===== src/rtl/axi_burst_addr_gen_pkg.sv =====
// axi_burst_addr_gen_pkg: shared AXI burst types, widths, 4KB page constant and command legality check.
package axi_burst_addr_gen_pkg;

    localparam int AXI_ADDR_WIDTH = 32;
    localparam int AXI_ID_WIDTH   = 4;
    localparam int AXI_4KB_PAGE   = 4096;

    typedef logic [AXI_ADDR_WIDTH-1:0] axi_address;
    typedef logic [AXI_ID_WIDTH-1:0]   axi_id;

    typedef enum logic [2:0] {
        SIZE_1B, SIZE_2B, SIZE_4B, SIZE_8B, SIZE_16B, SIZE_32B, SIZE_64B, SIZE_128B
    } axi_burst_size;

    typedef enum logic [1:0] {
        BURST_FIXED, BURST_INCR, BURST_WRAP, BURST_RSVD
    } axi_burst_type;

    typedef enum logic {IDLE, BURST} gen_state_e;

    // Only the page offset of the address matters: the 4KB test looks at
    // bits [11:0] and the wrap alignment test at most at bits [6:0].
    function automatic logic cmd_illegal(input logic [11:0] addr, input logic [7:0] len,
                                         input logic [2:0] size, input logic [1:0] burst,
                                         input int unsigned max_size);
        logic [11:0] nb_m1;
        logic [16:0] end_off;
        nb_m1   = ~(12'hFFF << size);
        end_off = 17'(addr & ~nb_m1) + ((17'(len) + 17'd1) << size);
        return (32'(size) > max_size) || (burst == BURST_RSVD) ||
               (burst == BURST_WRAP && (!(len inside {8'd1, 8'd3, 8'd7, 8'd15}) || (addr & nb_m1) != 12'd0)) ||
               (burst == BURST_INCR && end_off > 17'(AXI_4KB_PAGE));
    endfunction

endpackage


===== src/rtl/axi_beat_strb_calc.sv =====
// axi_beat_strb_calc: byte-lane strobe for one beat from its address and transfer size.
// Ports: addr_i  - beat address bits that select a lane within the bus word
//        size_i  - AXI size (2^size bytes per beat)
//        strb_o  - lanes from the address offset up to the end of the size-aligned slot
module axi_beat_strb_calc #(
    parameter int DATA_WIDTH = 64,
    localparam int BW = DATA_WIDTH / 8,
    localparam int OFF_W = (BW > 1) ? $clog2(BW) : 1
) (
    input  logic [OFF_W-1:0] addr_i,
    input  logic [2:0]       size_i,
    output logic [BW-1:0]    strb_o
);

    int unsigned nb, lo, hi;

    always_comb begin
        nb = 32'd1 << size_i;
        lo = 32'(addr_i) % BW;
        hi = ((32'(addr_i) & ~(nb - 32'd1)) % BW) + nb - 32'd1;
        strb_o = '0;
        for (int i = 0; i < BW; i++) begin
            strb_o[i] = (32'(i) >= lo) && (32'(i) <= hi);
        end
    end

endmodule


===== src/rtl/axi_burst_addr_gen.sv =====
// axi_burst_addr_gen: turns one AXI AW/AR command into a stream of beat descriptors.
// Ports: clk_i/rst_i                  - clock, synchronous active-high reset
//        cmd_*                        - command handshake and fields (addr, len, size, burst, id)
//        beat_valid_o/beat_ready_i    - beat handshake
//        beat_addr/strb/idx/last/id_o - current beat descriptor
//        err_o                        - one-cycle pulse when an illegal command is dropped
module axi_burst_addr_gen
    import axi_burst_addr_gen_pkg::*;
#(
    parameter int ADDR_WIDTH = 32,
    parameter int DATA_WIDTH = 64,
    parameter int ID_WIDTH   = 4
) (
    input  logic                    clk_i,
    input  logic                    rst_i,
    input  logic                    cmd_valid_i,
    output logic                    cmd_ready_o,
    input  logic [ADDR_WIDTH-1:0]   cmd_addr_i,
    input  logic [7:0]              cmd_len_i,
    input  logic [2:0]              cmd_size_i,
    input  logic [1:0]              cmd_burst_i,
    input  logic [ID_WIDTH-1:0]     cmd_id_i,
    output logic                    beat_valid_o,
    input  logic                    beat_ready_i,
    output logic [ADDR_WIDTH-1:0]   beat_addr_o,
    output logic [DATA_WIDTH/8-1:0] beat_strb_o,
    output logic [7:0]              beat_idx_o,
    output logic                    beat_last_o,
    output logic [ID_WIDTH-1:0]     beat_id_o,
    output logic                    err_o
);

    localparam int BW = DATA_WIDTH / 8;
    localparam int OFF_W = (BW > 1) ? $clog2(BW) : 1;
    localparam int unsigned MAX_SIZE = $clog2(BW);
    localparam logic [ADDR_WIDTH-1:0] ONE = 1;

    gen_state_e              state_q, state_d;
    axi_burst_type           burst_q, burst_d;
    logic [ADDR_WIDTH-1:0]   addr_q, addr_d, wrap_mask_q, wrap_mask_d, nb, next_addr;
    logic [2:0]              size_q, size_d;
    logic [7:0]              len_q, len_d, idx_q, idx_d;
    logic [ID_WIDTH-1:0]     id_q, id_d;
    logic                    err_q, err_d, cmd_hs, illegal;
    logic [BW-1:0]           strb;

    axi_beat_strb_calc #(.DATA_WIDTH(DATA_WIDTH)) u_strb (
        .addr_i (addr_q[OFF_W-1:0]),
        .size_i (size_q),
        .strb_o (strb)
    );

    assign cmd_ready_o  = (state_q == IDLE) && !rst_i;
    assign beat_valid_o = state_q == BURST;
    assign beat_last_o  = beat_valid_o && (idx_q == len_q);
    assign beat_strb_o  = beat_valid_o ? strb : '0;
    assign beat_addr_o  = addr_q;
    assign beat_idx_o   = idx_q;
    assign beat_id_o    = id_q;
    assign err_o        = err_q;

    always_comb begin
        cmd_hs  = cmd_valid_i && cmd_ready_o;
        illegal = cmd_illegal(cmd_addr_i[11:0], cmd_len_i, cmd_size_i, cmd_burst_i, MAX_SIZE);
        nb      = ONE << size_q;
        // Wrap keeps the bits above the wrap window and lets the low bits roll over.
        next_addr = burst_q == BURST_FIXED ? addr_q :
                    burst_q == BURST_WRAP  ? (addr_q & ~wrap_mask_q) | ((addr_q + nb) & wrap_mask_q) :
                                             (addr_q & ~(nb - ONE)) + nb;
        state_d     = state_q;
        burst_d     = burst_q;
        addr_d      = addr_q;
        wrap_mask_d = wrap_mask_q;
        size_d      = size_q;
        len_d       = len_q;
        idx_d       = idx_q;
        id_d        = id_q;
        err_d       = cmd_hs && illegal;
        if (cmd_hs && !illegal) begin
            state_d     = BURST;
            burst_d     = axi_burst_type'(cmd_burst_i);
            addr_d      = cmd_addr_i;
            wrap_mask_d = ((ADDR_WIDTH'(cmd_len_i) + ONE) << cmd_size_i) - ONE;
            size_d      = cmd_size_i;
            len_d       = cmd_len_i;
            idx_d       = 8'd0;
            id_d        = cmd_id_i;
        end
        if (beat_valid_o && beat_ready_i) begin
            state_d = beat_last_o ? IDLE : BURST;
            idx_d   = beat_last_o ? idx_q : idx_q + 8'd1;
            addr_d  = beat_last_o ? addr_q : next_addr;
        end
    end

    always_ff @(posedge clk_i) begin
        if (rst_i) begin
            state_q     <= IDLE;
            burst_q     <= BURST_FIXED;
            addr_q      <= '0;
            wrap_mask_q <= '0;
            size_q      <= '0;
            len_q       <= '0;
            idx_q       <= '0;
            id_q        <= '0;
            err_q       <= 1'b0;
        end else begin
            state_q     <= state_d;
            burst_q     <= burst_d;
            addr_q      <= addr_d;
            wrap_mask_q <= wrap_mask_d;
            size_q      <= size_d;
            len_q       <= len_d;
            idx_q       <= idx_d;
            id_q        <= id_d;
            err_q       <= err_d;
        end
    end

endmodule


===== config.mk =====
export PLATFORM = sky130hd
export DESIGN_NAME = axi_burst_addr_gen
export DESIGN_NICKNAME = d
export VERILOG_FILES = /design/src/rtl/axi_burst_addr_gen_pkg.sv /design/src/rtl/axi_beat_strb_calc.sv /design/src/rtl/axi_burst_addr_gen.sv
export SDC_FILE = /design/constraint.sdc
export NUM_CORES = 1
export LEC_CHECK = 0
export CORE_UTILIZATION = 55
export DETAILED_ROUTE_END_ITERATION = 6
export GPL_TIMING_DRIVEN = 0
export PLACE_DENSITY = 0.86
export SLEW_MARGIN = 20
export SYNTH_ARGS = -nofsm -noshare
export SYNTH_HDL_FRONTEND = slang
export SYNTH_SLANG_ARGS = --single-unit

===== constraint.sdc =====
create_clock -name clk_i -period 17.12 [get_ports clk_i]
set_input_delay 3.424 -clock clk_i [delete_from_list [all_inputs] [get_ports clk_i]]
set_output_delay 3.424 -clock clk_i [all_outputs]
set_load 0.1 [all_outputs]

**Word-level counts from Yosys, hierarchy flattened**

Cells that the tools add are included.

- Register bits after elaboration: 91
- Input bits: 53
- Output and inout bits: 56
- Logic and storage cells: 105

- Add/subtract/negate cells: 10
- Order comparisons: 18
- Equal/unequal tests: 11
- Shifts and indexed selects: 4
- Multiplexer cells: 12
- Bitwise operators: 12
- Reduce and logical (&&, ||, !) cells: 29

Operators by type and width:

| cell | count |
|---|---|
| $mux 32 | 5 |
| $le 3x32->1 const A | 4 |
| $and 32x32->32 | 3 |
| $sub 32x1->32 const B | 3 |
| $add 32x32->32 | 2 |
| $le 1x32->1 const A | 2 |
| $le 2x32->1 const A | 2 |
| $not 32->32 | 2 |
| $add 3x32->32 | 1 |
| $mux 8 | 4 |
| $or 32x32->32 | 1 |
| $shl 1x3->32 const A | 1 |
| $shl 9x3->32 | 1 |
| $add 8x1->9 const B | 2 |
| $add 17x17->17 | 1 |
| $and 12x17->17 | 1 |
| $gt 17x13->1 const B | 1 |
| $not 12->17 | 1 |
| $shl 9x3->17 | 1 |
| $logic_and 1x1->1 | 16 |
| $and 12x12->12 | 1 |
| $ge 3x3->1 const A | 4 |
| $not 12->12 | 1 |
| $reduce_bool 12->1 | 1 |
| other kinds (23) | 35 |

**Longest topological paths before layout**

Gate-level depths: netlist (run 1).

- Word-level depth: 12
- Gate-level depth with buffers: 23
- Depth with buffers taken out: 21

**Cells and area by module**

A second synthesis (run 1) with hierarchy kept.

- Cell total of the unflattened synthesis: 1,211
- Area, all modules: 8,856.0 um^2

Modules (own cells, without submodules):

| module | times used | cells each | area an instance (um^2) | seq. area each (um^2) |
|---|---|---|---|---|
| axi_burst_addr_gen | 1 | 1,110 | 8,122.8 | 1,801.7 |
| axi_beat_strb_calc | 1 | 101 | 733.2 | 0.0 |

**Worst setup path before layout (run 1)**

Ideal clock, no wire load.

- Kind: reg2out
- From: register size_q[0]
- To: output beat_strb_o[2]
- Arrival: 6.041 ns
- Data required time: 13.696 ns
- Path slack: 7.655 ns
- Cell stages (with the launch flop): 24
- Buffers on the path: 3
- Path through: dfxtp_1 > clkbuf_1 > clkbuf_1 > or3_1 > ha_1 > clkbuf_1 > inv_1 > a21oi_1 > a21oi_1 > inv_1 > ha_1 > a21o_1 > a21oi_1 > o21bai_1 > a21oi_1 > o21bai_1 > a21oi_1 > ha_1 > nand4b_1 > a211oi_1 > nand4b_1 > or2_2 > nor2_1 > a211oi_1

- Longest elaborated chain between the ends: 9

Ends and longest elaborated chain:

| item | line | RTL |
|---|---|---|
| start: declaration | axi_burst_addr_gen.sv:41 | `logic [2:0] size_q, size_d;` |
| start signal: assignment | axi_burst_addr_gen.sv:112 | `size_q <= size_d;` |
| $shl 1x3->32 * | axi_beat_strb_calc.sv:18 | `nb = 32'd1 << size_i;` |
| $sub 32x1->32 | n/a |  |
| $not 32->32 | n/a |  |
| $and 3x3->3 | axi_beat_strb_calc.sv:20 | `hi = ((32'(addr_i) & ~(nb - 32'd1)) % BW) + nb - 32'd1;` |
| $add 3x32->32 * | axi_beat_strb_calc.sv:20 |  |
| $sub 32x1->32 * | axi_beat_strb_calc.sv:20 |  |
| $le 2x32->1 * | axi_beat_strb_calc.sv:23 | `strb_o[i] = (32'(i) >= lo) && (32'(i) <= hi);` |
| $logic_and 1x1->1 * | axi_beat_strb_calc.sv:23 |  |
| $mux 8 * | axi_burst_addr_gen.sv:56 | `assign beat_strb_o = beat_valid_o ? strb : '0;` |
| end: declaration | axi_burst_addr_gen.sv:26 | `output logic [DATA_WIDTH/8-1:0] beat_strb_o,` |

Every way passes the cells marked *; elsewhere a longest branch is shown, timed or not.

**Worst setup path after layout (run 1)**

- From: register size_q[0]
- To: output beat_strb_o[1]

- Longest elaborated chain between the ends: 9

Ends and longest elaborated chain:

| item | line |
|---|---|
| $shl 1x3->32 * | axi_beat_strb_calc.sv:18 |
| $sub 32x1->32 | n/a |
| $not 32->32 | n/a |
| $and 3x3->3 | axi_beat_strb_calc.sv:20 |
| $add 3x32->32 * | axi_beat_strb_calc.sv:20 |
| $sub 32x1->32 * | axi_beat_strb_calc.sv:20 |
| $le 1x32->1 * | axi_beat_strb_calc.sv:23 |
| $logic_and 1x1->1 * | axi_beat_strb_calc.sv:23 |
| $mux 8 * | axi_burst_addr_gen.sv:56 |

Marks and branches as above.

==> impl_metrics.tcl, run 1 <==
set metrics [dict create \
    power_leakage_nw 3.86 \
    sw_frac_of_total_pct 36.9 \
    cts_root_buffer "clkbuf_16" \
    first_iter_violations 1804 \
    period_share_pct 59.6 \
    worstHoldStart "beat_id_o[1]$_SDFFE_PP0P_" \
    synth_ff_type "dfxtp_1" \
    detail_route.wl_per_cell_um 21.1 \
    fin_cells 1639 \
    rsz0062_at_grt "no" \
    synth_top_area_cell "dfxtp_1" \
    synth.avg_cell_area_um2 7.12 \
    async_reset_ff_share_pct 0 \
    place_ws_ns 7.31 \
    fin_ws_ns 6.91 \
    critPathKind "flop to primary output" \
    syn_nets 1398 \
    holdPathStages 2 \
    crit_arrival_ns 6.78 \
    switchingPower_w 0.000233 \
    dieHeight_um 132 \
    track_usage_pct 38.8 \
    slew_headroom_pct 29.4 \
    cts_sinks 90 \
    postCtsHoldBufs 0 \
    r2r_setup_slack_ns 11.94 \
    clockPowerShare_pct 33.3 \
    dieWidth_um 132 \
    hpwlAfterDp_um 25900 \
    synth_common_cells "a21oi_1 (129), nand2_1 (111), nor2_1 (104)" \
    r2r_cells 19 \
    finalSetupTns_ns 0 \
    synth_top_area_share_pct 19.5 \
    synthCells 1299 \
    synth_edf_count 0 \
    setup-violations-final 0 \
    fin_worst_skew_ns 0.0120 \
    clk_latency_ns 0.37 \
    postCtsSetupBuffers 0 \
    cp-start-kind "flop" \
    maxSlewViolCount 0 \
    row_count 47 \
    die_area_um2 17300 \
    tritoncts "done" \
    status "complete, but fails checks" \
    grt_pass1_wl_um 53600 \
    synth_area_leaders "dfxtp_1 (19%), a21oi_1 (7.0%), ha_1 (5.8%)" \
    drc 1 \
    cts_buffer_depth 2 \
    violations "design-rule violations" \
    final_util_pct 65.8 \
    r2r-start "size_q[0]$_SDFFE_PP0P_" \
    cp.required_ns 13.70 \
    tightest_slew_ns 1.06 \
    period_needed_ns 10.21 \
    yosysWarningCount 0 \
    grt_pass1_vias 10111 \
    pin_count 109 \
    initial_core_util_pct 56.0 \
    powerDensity_nw_per_um2 58.1 \
    internal-power_w 0.000399 \
    antenna_found_initial 0 \
    worstSetupEndpointType "primary output" \
    min_to "beat_id_o[1]$_SDFFE_PP0P_" \
    grt_max_degree 17 \
    hold_violations 0 \
    drt_wl_total_um 34600 \
    ys_types 83 \
    min_path_type "flop to flop" \
    cts.htree.levels 3 \
    maxCapViolCount 0 \
    nNetsFinal 1513 \
    clk_pin_slew_ns 0.07 \
    dpl_cell_area_um2 10600 \
    pwr-share-seq_pct 35.0 \
    grt_overflow 0 \
    numCtsBuffers 9 \
    place_congestion 0.984 \
    drtAntennaViolNets 0 \
    n_antenna_cell 0 \
    cts_resized 0 \
    power_frac_comb_pct 31.7 \
    crit_fanout 10 \
    max_freq_ghz 0.0980 \
    ys_ff_latch 90 \
    avgViaCountPerCell 6.82 \
    via_count 11171 \
    synthesis.area_um2 9250 \
    area_growth_pct 17.6 \
    yosysSeqAreaShare_pct 19.5 \
    peakVddDrop_mv 0.0567 \
    dp_cells 1623 \
    synthMostInstantiatedCell "a21oi_1" \
    dr.pass1.iters 7 \
    port_buffers 104 \
    layout-drive-gt1-share_pct 5.92 \
    final_cell_area_um2 10900 \
    fp.coreArea_um2 16500 \
]
-- power by group through the flow --
stage	Clock [W]	Sequential [W]	Combinational [W]
2_1_floorplan	0	0.000242	0.000119
3_3_place_gp	0	0.000226	0.000191
3_5_place_dp	0	0.000226	0.000193
4_1_cts	0.000208	0.000221	0.000195
5_1_grt	0.000217	0.000222	0.000212
6_report	0.000210	0.000221	0.000200
-- kinds of logic after synthesis --
group	Yosys count	synth area share, %
buf+inv	168	7.55
xor+xnor	77	7.29
fa+ha+maj	46	6.47
simple gates	465	25.5
compound gates	442	32.4
flops	90	19.5
mux	11	1.33
-- per-layer routing --
layer	wire length [um]	GRT usage [%]	vias to the layer above
met5	0	0	-
met3	4150	8.72	180
met1	13600	50.0	5140
met2	15100	60.6	799
met4	1770	19.8	0
li1	-	-	5052
-- worst max-delay path by stage --
stage                                       from                            to  slack [ns]  depth (start not counted)
after detailed placement           cmd_size_i[0]  wrap_mask_q[19]$_SDFFE_PP0P_        7.31                         19
after global routing      size_q[0]$_SDFFE_PP0P_                beat_strb_o[1]        6.61                         24
after floorplan           size_q[0]$_SDFFE_PP0P_                beat_strb_o[2]        7.65                         23
after global placement             cmd_size_i[0]  wrap_mask_q[27]$_SDFFE_PP0P_        7.43                         19
final                     size_q[0]$_SDFFE_PP0P_                beat_strb_o[1]        6.91                         24
after CTS                 size_q[0]$_SDFFE_PP0P_                beat_strb_o[1]        7.05                         24
-- placed cells by master, fill, tap and decap left out, types with 7 or more instances in the layout --
cell type,synthesis,routed
a21oi_1,129,129
nand2_1,111,111
nor2_1,104,104
clkdlybuf4s50_1,0,104
dfxtp_1,90,90
clkbuf_1,72,73
inv_1,68,68
o21ai_0,67,67
nand3_1,54,54
xnor2_1,54,54
ha_1,43,43
nor3_1,40,40
a211oi_1,25,25
xor2_1,23,23
o211ai_1,21,21
nand4_1,21,21
and3_1,20,20
nand2b_1,18,18
a31oi_1,17,17
o21ai_1,17,17
or2_2,16,16
buf_2,15,15
a21o_1,14,14
a31o_2,14,14
or3_1,13,13
and2_1,11,11
o221a_1,11,11
o22ai_1,10,10
mux2i_1,10,10
nor2b_1,10,10
nor4_1,11,9
a211o_1,9,9
clkbuf_16,0,9
nand3b_1,8,8
o21a_1,8,8
o41ai_1,8,8
buf_4,7,7
o2111ai_1,7,7
-- layout make-up --
type	instances	area (um2)
inverters	68	255
fillers	1512	5650
multi-input cells	1041	6760
clock inverters	6	72.6
flip-flops and latches	90	1800
plain buffers	100	443
well taps	220	275
clock buffers	10	229
repair buffers	104	1040
-- worst max-delay path, cell delays in order (launching register included) --
cell	delay, ns
dfxtp_1	0.38
clkbuf_1	0.40
clkbuf_1	0.52
or3_1	0.26
ha_1	0.19
clkbuf_1	0.33
inv_1	0.17
a21oi_1	0.28
a21oi_1	0.14
inv_1	0.10
ha_1	0.23
a21o_1	0.19
a21oi_1	0.23
o21bai_1	0.09
a21oi_1	0.25
o21bai_1	0.12
a21oi_1	0.19
ha_1	0.15
nand4b_1	0.10
a211oi_1	0.23
nand4b_1	0.26
or2_2	0.38
nor3_1	0.15
nor3_1	0.07
clkdlybuf4s50_1	0.98
-- per-stage QoR --
stage               hold WS, ns  power, W
global placement          0.463  0.000417
CTS                       0.479  0.000624
detailed placement        0.471  0.000419
finish                    0.482  0.000632
global route              0.507  0.000651
floorplan                 0.445  0.000361
(Power assumes the default switching activity.)
==> inputs of run 2 (changes only) <==
- clock period: 17.12 -> 10.45 ns (I/O delays scaled with it)
==> results of run 2 <==
Same layout as run 1 (identical final DEF). Status: complete, but fails checks: design-rule violations.
Among the figures that moved: setup slack after placement 7.31 ns -> 1.97 ns; setup slack after layout 6.91 ns -> 1.58 ns; register-to-register setup slack 11.94 ns -> 5.27 ns; total power 0.000632 W -> 0.00104 W; worst IR drop on VDD 0.0567 mV -> 0.0929 mV
==> inputs of run 3 (changes only) <==
- clock period: 10.45 -> 8.66 ns (I/O delays scaled with it)
==> impl_metrics.tcl, run 3 (synthesized netlist as in run 1, its figures left out) <==
set metrics [dict create \
    status "complete, but fails checks" \
    violations "design-rule violations" \
    via_count 11156 \
    slew_headroom_pct 33.0 \
    cts_buffer_depth 2 \
    clk_latency_ns 0.37 \
    cp-start-kind "flop" \
    first_iter_violations 1764 \
    min_path_type "flop to flop" \
    rsz0062_at_grt "no" \
    drt_wl_total_um 34700 \
    final_util_pct 65.9 \
    area_growth_pct 17.7 \
    fp.coreArea_um2 16500 \
    row_count 47 \
    tightest_slew_ns 1.00 \
    grt_max_degree 17 \
    fin_worst_skew_ns 0.0131 \
    multi_input_area_um2 6760 \
    crit_fanout 10 \
    worstSetupEndpointType "primary output" \
    clk_pin_slew_ns 0.07 \
    power_w 0.00125 \
    final_common_cell "a21oi_1" \
    drc 1 \
    tritoncts "done" \
    grt_pass1_wl_um 53600 \
    crit_arrival_ns 6.44 \
    dr.pass1.iters 7 \
    max_freq_ghz 0.122 \
    nNetsFinal 1513 \
    detail_route.wl_per_cell_um 21.2 \
    n_antenna_cell 0 \
    grt_overflow 0 \
    period_share_pct 94.4 \
    setup.worst_path.start "size_q[0]$_SDFFE_PP0P_" \
    finalSetupTns_ns 0 \
    sw_frac_of_total_pct 36.9 \
    track_usage_pct 38.8 \
    cp.required_ns 6.93 \
    critPathKind "flop to primary output" \
    peakVddDrop_mv 0.111 \
    initial_core_util_pct 56.0 \
    internal-power_w 0.000789 \
    place_congestion 0.984 \
    pwr-share-seq_pct 35.0 \
    worstHoldStart "beat_id_o[1]$_SDFFE_PP0P_" \
    cts_root_buffer "clkbuf_16" \
    hold_violations 0 \
    power_leakage_nw 3.93 \
    postCtsSetupBuffers 0 \
    drtAntennaViolNets 0 \
    regArea_um2 1800 \
    die_area_um2 17300 \
    switchingPower_w 0.000461 \
    hpwlAfterDp_um 25900 \
    setup-violations-final 0 \
    cts_sinks 90 \
    clockPowerShare_pct 33.3 \
    powerDensity_nw_per_um2 115 \
    maxCapViolCount 0 \
    dieWidth_um 132 \
    final_cell_mix "a21oi_1 (129), nand2_1 (111), nor2_1 (104)" \
    n_fill_cell 1510 \
    period_needed_ns 8.17 \
    r2r_setup_slack_ns 3.54 \
    avgViaCountPerCell 6.81 \
    grt_pass1_vias 10111 \
    layout-drive-gt1-share_pct 5.92 \
    r2r-start "size_q[0]$_SDFFE_PP0P_" \
    power_frac_comb_pct 31.7 \
    port_buffers 104 \
    dieHeight_um 132 \
    pin_count 109 \
    numCtsBuffers 9 \
    antenna_found_initial 0 \
    cts.htree.levels 3 \
    maxSlewViolCount 0 \
]
## run 3: worst paths after layout
check                         endpoint  cells past startpoint
min reg2reg  beat_id_o[1]$_SDFFE_PP0P_                      2
max                     beat_strb_o[7]                     23
min          beat_id_o[1]$_SDFFE_PP0P_                      2
max reg2reg                       flop                     19
## run 3: stage by stage
step / area, um2 / hold WS, ns / worst slack (ns) / std cells
2_1_floorplan: 9250 / 0.445 / 0.887 / 1299
3_3_place_gp: 10600 / 0.463 / 0.658 / 1623
3_5_place_dp: 10600 / 0.471 / 0.539 / 1623
4_1_cts: 10900 / 0.479 / 0.281 / 1639
5_1_grt: 10900 / 0.507 / 0.187 / 1639
6_report: 10900 / 0.482 / 0.488 / 1639
## run 3: layout make-up
| class | instances | area share (%) |
|---|---|---|
| Multi-Input combinational cell | 1041 | 62.1 |
| Sequential cell | 90 | 16.5 |
| Timing Repair Buffer | 104 | 9.65 |
| Buffer | 100 | 4.07 |
| Tap cell | 220 | 2.53 |
| Inverter | 68 | 2.34 |
| Clock buffer | 10 | 2.10 |
| Clock inverter | 6 | 0.667 |
## run 3: power groups by stage
| stage | sequential (W) | combinational, W | clock (W) |
|---|---|---|---|
| after floorplan | 0.000479 | 0.000236 | 0 |
| after global placement | 0.000446 | 0.000377 | 0 |
| after detailed placement | 0.000446 | 0.000382 | 0 |
| after CTS | 0.000437 | 0.000385 | 0.000412 |
| after global routing | 0.000438 | 0.000420 | 0.000430 |
| final | 0.000438 | 0.000396 | 0.000416 |
## run 3: critical path: stages, from the launching register on
cell             delay [ns]
dfxtp_1                0.38
clkbuf_1               0.38
clkbuf_1               0.51
or3_1                  0.26
ha_1                   0.20
clkbuf_1               0.34
inv_1                  0.17
a21oi_1                0.28
a21oi_1                0.15
inv_1                  0.10
ha_1                   0.23
a21o_1                 0.19
a21oi_1                0.24
o21bai_1               0.10
a21oi_1                0.25
o21bai_1               0.12
a21oi_1                0.19
ha_1                   0.15
nand4b_1               0.12
a211oi_1               0.24
nand4b_1               0.25
a31oi_1                0.22
nor2_1                 0.06
clkdlybuf4s50_1        0.97
## run 3: timing repair
item                       in CTS  in global routing
gates resized for setup         0                  4
hold buffers                    0                  0
setup endpoints to repair       0                  4
## run 3: metal layers
metal | share of wire [%] | global-route usage, %
met5 | 0 | 0
met2 | 43 | 60.6
met1 | 39 | 50.0
met4 | 5.1 | 19.8
met3 | 12 | 8.72
